**config.mk**
```make
export PLATFORM = sky130hd
export DESIGN_NAME = channel_arbiter
export DESIGN_NICKNAME = d
export VERILOG_FILES = /design/src/rtl/channel_arbiter.sv
export SDC_FILE = /design/constraint.sdc
export NUM_CORES = 1
export LEC_CHECK = 0
export ABC_CLOCK_PERIOD_IN_PS = 4540
export CORE_UTILIZATION = 45
export CTS_CLUSTER_SIZE = 30
export DETAILED_ROUTE_END_ITERATION = 8
export PLACE_DENSITY = 0.68
export SLEW_MARGIN = 20
export SYNTH_ARGS = -nofsm -noshare
export SYNTH_HDL_FRONTEND = slang
export SYNTH_SLANG_ARGS = --single-unit
```
**constraint.sdc**
```tcl
create_clock -name clk -period 4.54 [get_ports clk]
set_input_delay 1.362 -clock clk [delete_from_list [all_inputs] [get_ports clk]]
set_output_delay 1.362 -clock clk [all_outputs]
set_load 0.02 [all_outputs]
```
**src/rtl/channel_arbiter.sv**
```systemverilog
// Round-robin arbiter sharing one M-bit channel among N requesters, with a valid/ready handshake.
// Optional per-grant transfer limit enabled by defining ARB_HOLD_LIMIT_EN.
module channel_arbiter #(
    parameter int  N    = 5,
    parameter int  M    = 4,
    parameter int  HOLD = 8,
    localparam int SW   = (N > 1) ? $clog2(N) : 1
) (
    input  logic                clk,
    input  logic                rst_n,
    input  logic [N-1:0]        req,
    input  logic [N-1:0][M-1:0] channels,
    input  logic                ready,
    output logic [N-1:0]        grant,
    output logic [SW-1:0]       select,
    output logic [M-1:0]        out,
    output logic                valid
);

    if (N < 1 || N > 128) begin : g_bad_n
        $error("channel_arbiter: N must be in 1..128");
    end
    if (HOLD < 1) begin : g_bad_hold
        $error("channel_arbiter: HOLD must be >= 1");
    end

    typedef enum logic {IDLE, BUSY} state_t;

    state_t        state, state_nxt;
    logic [SW-1:0] select_nxt;
    logic [SW-1:0] ptr, ptr_nxt;
    logic [N-1:0]  others;
    logic          hold_hit;
    logic          release_now;

    // Increment modulo N so ptr/select never reach values >= N.
    function automatic logic [SW-1:0] wrap_inc(input logic [SW-1:0] idx);
        if (int'(idx) >= N - 1) return '0;
        return idx + 1'b1;
    endfunction

    function automatic logic [SW-1:0] rr_pick(input logic [N-1:0] r, input logic [SW-1:0] start);
        logic [SW-1:0] idx;
        logic [SW-1:0] win;
        logic          found;
        idx   = start;
        win   = start;
        found = 1'b0;
        for (int k = 0; k < N; k++) begin
            if (!found && r[idx]) begin
                win   = idx;
                found = 1'b1;
            end
            idx = wrap_inc(idx);
        end
        return win;
    endfunction

    always_comb begin
        others         = req;
        others[select] = 1'b0;
    end

    assign valid       = (state == BUSY) && req[select];
    assign out         = channels[select];
    assign release_now = (state == BUSY) && (!req[select] || (hold_hit && (|others)));

    always_comb begin
        grant = '0;
        if (state == BUSY) grant[select] = 1'b1;
    end

`ifdef ARB_HOLD_LIMIT_EN
    localparam int CW = $clog2(HOLD + 1);

    logic [CW-1:0] hold_cnt, hold_cnt_nxt;

    assign hold_hit = valid && ready && (hold_cnt == CW'(HOLD - 1));

    // Limit reached with nobody else waiting: restart the count and keep the owner.
    always_comb begin
        hold_cnt_nxt = hold_cnt;
        if (state == IDLE || release_now) hold_cnt_nxt = '0;
        else if (valid && ready)          hold_cnt_nxt = hold_hit ? '0 : hold_cnt + 1'b1;
    end

    always_ff @(posedge clk or negedge rst_n) begin
        if (!rst_n) hold_cnt <= '0;
        else        hold_cnt <= hold_cnt_nxt;
    end
`else
    logic unused_ready;

    assign hold_hit     = 1'b0;
    assign unused_ready = ready;
`endif

    always_comb begin
        state_nxt  = state;
        select_nxt = select;
        ptr_nxt    = ptr;
        case (state)
            IDLE: begin
                if (|req) begin
                    state_nxt  = BUSY;
                    select_nxt = rr_pick(req, ptr);
                end
            end
            BUSY: begin
                // Hand over directly to the next requester to avoid an idle bubble.
                if (release_now) begin
                    ptr_nxt = wrap_inc(select);
                    if (|others) select_nxt = rr_pick(others, wrap_inc(select));
                    else         state_nxt  = IDLE;
                end
            end
        endcase
    end

    always_ff @(posedge clk or negedge rst_n) begin
        if (!rst_n) begin
            state  <= IDLE;
            select <= '0;
            ptr    <= '0;
        end else begin
            state  <= state_nxt;
            select <= select_nxt;
            ptr    <= ptr_nxt;
        end
    end

endmodule

```
==> key figures, run 1 <==
Outcome
  – Status: finished, final reports clean

GRT
  – Number of global-route vias before repair: between 2000 and 2500
  – First-pass GRT wire length: around 11 mm
  – Initial antenna violation count: 0
  – Largest net degree at the start of global routing: 29
  – Final global-route overflow total: 0
  – Total global-route track usage: between 20% and 30%

Clock tree
  – CTS Buf Count: 3
  – Setup bufs post-CTS: 0
  – Post-CTS sizing: 0
  – Clock tree root buffer cell: clkbuf_8
  – Clock latency at the later pin of the worst-skew pair: ~0.23 ns
  – Hold_buf cts: 0
  – Clock slew at the register clock pins of the worst setup and hold paths: approximately 0.05 ns
  – Clock buffer depth: 2
  – Clock sinks: 7
  – H-tree levels: 1
  – CTS tree: built

Place
  – Port-buffer cells: 39
  – HPWL after DPL: 5.17 mm
  – Gpl congestion: about 0.91

Cells and area
  – Commonest cells after routing, fill and taps aside: clkdlybuf4s50_1 (39), nor2_1 (27), nand2_1 (21)
  – Share of layout cells above drive strength 1: between 10 and 15%
  – Most common cell after layout, fill and taps aside: clkdlybuf4s50_1
  – Final net count: 370
  – Reg area: approximately 180 sq um
  – Antenna cell count: 0
  – Multi-input gate area: 1790 sq um
  – Area Overhead vs Synth: 21.1%
  – Fillcell total: ~450

Logic synthesis
  – Number of flops mapped to enable cells by yosys: 0
  – Ranking of synthesized cells by area: dfrtp_1 (8.0%), mux2i_1 (5.1%), mux2_2 (4.7%)
  – Syn Std Cell Area: approximately 2200 sq um
  – Syn_area_per_cell: 7.23 sq um
  – Cell accounting for the most synthesized area: dfrtp_1
  – Ys flop type: dfrtp_1
  – Sequential area share after synthesis: slightly above 8%
  – Post-synth top area share: 8.05%
  – Gate Count Post-Synth: approximately 300
  – Syn. warnings: 0
  – Library cells used by synthesis: slightly above 70
  – #FFs+latches synth: 7
  – FFs w/ async S/R, synth: 100%
  – Post-Syn Nets: between 300 and 400

Min path
  – Hold crit path type: reg2reg
  – Hold Path Cell Cnt: 2
  – Hold_sp: ptr[0]$_DFFE_PN0P_
  – Worst Hold Path EP: ptr[0]$_DFFE_PN0P_

Routing
  – Detailed Routing Iterations Pass 1: 4
  – WL per Instance: 17.5 um
  – DRT Wirelength: 6.75 mm
  – Post-detailed-route DRC marker count: 0
  – Total number of vias: ~2500
  – Number of vias per cell: approximately 6.4
  – Iteration-0 DRC Markers: around 230
  – Antenna-violating nets left: 0

Floorplan
  – Die X: between 70 and 80 um
  – Initial Util: just under 50%
  – Site Rows: 24
  – Io pins: 41
  – Die H: between 70 and 80 um
  – Die area: slightly above 5000 sq um
  – Area of the core: around 4500 sq um

STA
  – Setup TNS Final: 0 ns
  – Final Hold Viols: 0
  – Worst Tran Pin Value: around 0.65 ns
  – RSZ-0062 raised after global routing: no
  – Count of final max-slew check failures: 0
  – Period utilization: a little over nine tenths
  – Hold WS: approximately 0.77 ns
  – Final setup fails: 0
  – Slew margin rel.: a little under three fifths
  – F_max: ~0.23 GHz
  – Tmin final: between 4 and 5 ns
  – Clk_skew: 0.00588 ns

Critical path
  – Crit path required time: roughly 3.2 ns
  – Critical path's most frequent cell: clkdlybuf4s50_1
  – Worst R2R Setup Slack: approximately 0.3 ns
  – Worst-path fanout max: 2
  – Startpoint Class: primary input
  – Critical R2R Launch: select[0]$_DFFE_PN0P_
  – Slowest stage cell, crit path: clkdlybuf4s50_1
  – Worst reg2reg endpoint: select[0]$_DFFE_PN0P_
  – Critical path class: in2out
  – Arr. time, crit path: between 3 and 4 ns
  – R2R cell count: 18
  – Cell family with most CP delay: buffers and inverters
  – Critical path capture point type: output port
  – Cell-by-cell trace of the critical path: clkdlybuf4s50_1 -> mux2_2 -> a22oi_1 -> o22a_1 -> nor2_1 -> clkdlybuf4s50_1
  – CP max stage delay: between 0.5 and 0.6 ns
  – Worst Path Buf+Inv: 2

Run
  – Total of max-cap violations: 0
cell usage after synthesis, drive strengths merged (9+ instances only):
cell type and instances:
nor2 28, nand2 23, o21ai 23, inv 16, buf 15, a21oi 14, nor2b 12, mux2i 11
mux2 9, nor3 9
flip-flops by register name, summed over array words and instances, names as in the netlist:
| register | count |
|---|---|
| select | 3 |
| ptr | 3 |
| state | 1 |
worst reg2reg max path: stages, from the launching register on:
cell and delay, ns:
dfrtp_1 0.37, ha_1 0.33, nor2b_1 0.16, ha_1 0.36, and2_1 0.19, ha_1 0.29, inv_1 0.05, a21oi_1 0.25
ha_1 0.30, nand2_1 0.11, inv_1 0.05, ha_1 0.30, inv_1 0.10, a31oi_1 0.08, a221o_1 0.29, a211oi_2 0.31
a221o_1 0.22, o221ai_1 0.13, a21o_1 0.22
logic make-up after synthesis:
kind of cell / count (synthesis) / synth area share (%)
and+or+nand+nor: 114 / 29.5
AOI/OAI and AO/OA: 111 / 37.9
buffers and inverters: 41 / 9.77
muxes: 21 / 10.7
adders and majority gates: 7 / 4.02
DFF: 7 / 8.05
through the flow:
stage                     instances  utilization [%]  setup slack (ns)  instance area [sq um]
final                           386             58.6             0.157                   2640
after floorplan                 301                -             0.470                   2180
after global routing            386             58.6            0.0761                   2640
after CTS                       386             58.6             0.146                   2640
after global placement          382             57.5             0.183                   2590
after detailed placement        382             57.5             0.158                   2590
cell type report:
class	instances	area share (%)
multi-input combinational	253	67.8
tap	52	2.47
clock buffer	3	1.57
timing repair buffer	52	18.5
clock inverter	1	0.190
sequential	7	6.64
inverter	18	2.80
worst max-delay path by stage:
stage / cells past startpoint / startpoint / slack, ns / to
floorplan: 20 / select[0]$_DFFE_PN0P_ / 0.47 / select[0]$_DFFE_PN0P_
global placement: 6 / req[3] / 0.18 / valid
detailed placement: 6 / req[2] / 0.16 / valid
CTS: 6 / req[2] / 0.15 / valid
global route: 6 / req[2] / 0.08 / valid
finish: 6 / req[2] / 0.16 / valid
layer usage:
| layer | share of wire [%] | track usage (%) | vias to the layer above |
|---|---|---|---|
| li1 | - | - | 1224 |
| met1 | 45 | 37.4 | 1158 |
| met2 | 51 | 46.9 | 69 |
| met3 | 3.9 | 1.69 | 6 |
| met4 | 0.76 | 5.23 | 0 |
| met5 | 0 | 0 | - |
Power of run 1 is not shown: default switching activity piles up to over one toggle a cycle in this logic, so the estimate is an artifact.
==> inputs of run 2 (changes only) <==
--- a/config.mk
+++ b/config.mk
@@ -5,7 +5,7 @@
 export SDC_FILE = /design/constraint.sdc
 export NUM_CORES = 1
 export LEC_CHECK = 0
-export ABC_CLOCK_PERIOD_IN_PS = 4540
+export ABC_CLOCK_PERIOD_IN_PS = 4900
 export CORE_UTILIZATION = 45
 export CTS_CLUSTER_SIZE = 30
 export DETAILED_ROUTE_END_ITERATION = 8
==> constraint.sdc (replaced) <==
create_clock -name clk -period 4.9 [get_ports clk]
set_input_delay 1.47 -clock clk [delete_from_list [all_inputs] [get_ports clk]]
set_output_delay 1.47 -clock clk [all_outputs]
set_load 0.02 [all_outputs]
==> run 2 against run 1 <==
Clock skew shrank 0.0032 ns; count of clock-buffer cells in the layout rose by 1; utilization is 0.53 points lower; first-iteration DRC count decreased by 13%; worst setup slack better by 0.13 ns; hold slack worse by 0.070 ns.
==> key figures, run 2 (synthesis results as in run 1) <==
Outcome
  – Status: finished, final reports clean

Cells and area
  – Commonest cells after routing, fill and taps aside: clkdlybuf4s50_1 (39), nor2_1 (27), nand2_1 (21)
  – Most common cell after layout, fill and taps aside: clkdlybuf4s50_1
  – Area Overhead vs Synth: 20.1%
  – Share of layout cells above drive strength 1: 13.3% (-1.1 points)
  – Antenna cell count: 0 (unchanged)
  – Largest regs: ptr x3, select x3, state x1
  – Post-route cell area: 2610 sq um (-0.90%)
  – Final net count: 367 (-0.81%)

Critical path
  – Startpoint Class: primary input
  – Critical path class: in2out
  – Worst-path fanout max: 2 (unchanged)
  – Arr. time, crit path: 3.14 ns (+0.12 ns)
  – Critical path capture point type: output port
  – Crit path required time: 3.43 ns (+0.25 ns)

Clock tree
  – Clock tree root buffer cell: clkbuf_8
  – Clock slew at the register clock pins of the worst setup and hold paths: 0.04 ns (about the same)
  – Post-CTS sizing: 0 (unchanged)
  – Clock sinks: 7 (unchanged)
  – Clock buffer depth: 2 (unchanged)
  – Clock latency at the later pin of the worst-skew pair: 0.23 ns (about the same)
  – Hold_buf cts: 0 (unchanged)
  – CTS tree: built
  – H-tree levels: 1 (unchanged)
  – Setup bufs post-CTS: 0 (unchanged)
  – CTS Buf Count: 3 (unchanged)

STA
  – Setup TNS Final: 0 ns (unchanged)
  – Final setup fails: 0 (unchanged)
  – Final Hold Viols: 0 (unchanged)
  – Period utilization: around 94%
  – Tmin final: 4.61 ns
  – Final WS setup: 0.291 ns (+0.134 ns)
  – Count of final max-slew check failures: 0 (unchanged)
  – RSZ-0062 raised after global routing: no
  – Worst Tran Pin Value: 0.636 ns (-0.0125 ns)
  – Hold WS: 0.703 ns (-0.0703 ns)
  – Clk_skew: 0.00268 ns (-0.00320 ns)
  – Slew margin rel.: 57.6% (+0.83 points)
  – F_max: roughly 0.22 GHz

GRT
  – Final global-route overflow total: 0 (unchanged)
  – Initial antenna violation count: 0 (unchanged)
  – First-pass GRT wire length: 11.0 mm (-3.2%)
  – Number of global-route vias before repair: 2275 (-1.9%)
  – Largest net degree at the start of global routing: 29 (unchanged)
  – Total global-route track usage: 26.5% (-0.58 points)

Routing
  – Iteration-0 DRC Markers: 199 (-13%)
  – Detailed Routing Iterations Pass 1: 5 (+1)
  – Total number of vias: 2451 (-0.24%)
  – DRT Wirelength: 6.66 mm (-1.4%)
  – Number of vias per cell: 6.40 (+0.54%)
  – Antenna-violating nets left: 0 (unchanged)
  – WL per Instance: 17.4 um (-0.61%)
  – Post-detailed-route DRC marker count: 0 (unchanged)

Floorplan
  – Die H: 71.6 um (unchanged)
  – Initial Util: 48.3% (unchanged)
  – Site Rows: 24 (unchanged)
  – Die area: 5120 sq um (unchanged)
  – Io pins: 41 (unchanged)
  – Die X: 71.6 um (unchanged)
  – Area of the core: 4500 sq um (unchanged)

Place
  – Port-buffer cells: 39 (unchanged)
  – Gpl congestion: 0.892 (-2.5%)
  – HPWL after DPL: 5.09 mm (-1.5%)
  – Placed Area: 2570 sq um (-0.87%)
  – Place WS: 0.308 ns (+0.150 ns)

Min path
  – Hold crit path type: reg2reg

Run
  – Total of max-cap violations: 0 (unchanged)
run 2: critical path, cell delays in order:
cell and delay [ns]:
clkdlybuf4s50_1 0.41, mux2_2 0.27, a22oi_1 0.20, o22a_1 0.19, nor2_1 0.05, clkdlybuf4s50_1 0.55
run 2: worst paths after layout:
check                                            from                     to  slack [ns]  depth (start not counted)
worst max register to register  select[1]$_DFFE_PN0P_  select[0]$_DFFE_PN0P_        0.47                         18
min in group asynchronous                       rst_n     ptr[2]$_DFFE_PN0P_        1.52                          1
worst min register to register  select[2]$_DFFE_PN0P_     ptr[1]$_DFFE_PN0P_        0.70                          3
worst min-delay path            select[2]$_DFFE_PN0P_     ptr[1]$_DFFE_PN0P_        0.70                          3
max in group asynchronous                       rst_n  select[2]$_DFFE_PN0P_        3.13                          1
worst max-delay path                           req[3]                  valid        0.29                          6
run 2: metal layers:
metal / vias to the layer above / track usage [%] / share of wire (%) / wire [um]
met1: 1131 / 36.2 / 46 / 3050
li1: 1224 / - / - / -
met4: 0 / 7.63 / 1.7 / 112
met5: - / 0 / 0 / 0
met2: 86 / 45.8 / 48 / 3180
met3: 10 / 0.844 / 4.7 / 313
run 2: final cells by class:
type / count / area (sq um)
Clock buffer: 4 / 45.0
Sequential cell: 7 / 175
Tap cell: 52 / 65.1
Timing Repair Buffer: 49 / 465
Multi-Input combinational cell: 253 / 1790
Inverter: 18 / 73.8
Fill cell: 444 / 1890
run 2: stage by stage:
| stage | utilization, % | instances |
|---|---|---|
| 2_1_floorplan | - | 301 |
| 3_3_place_gp | 57.0 | 379 |
| 3_5_place_dp | 57.0 | 379 |
| 4_1_cts | 58.0 | 383 |
| 5_1_grt | 58.0 | 383 |
| 6_report | 58.0 | 383 |
Power of run 2 is left out for the same reason.
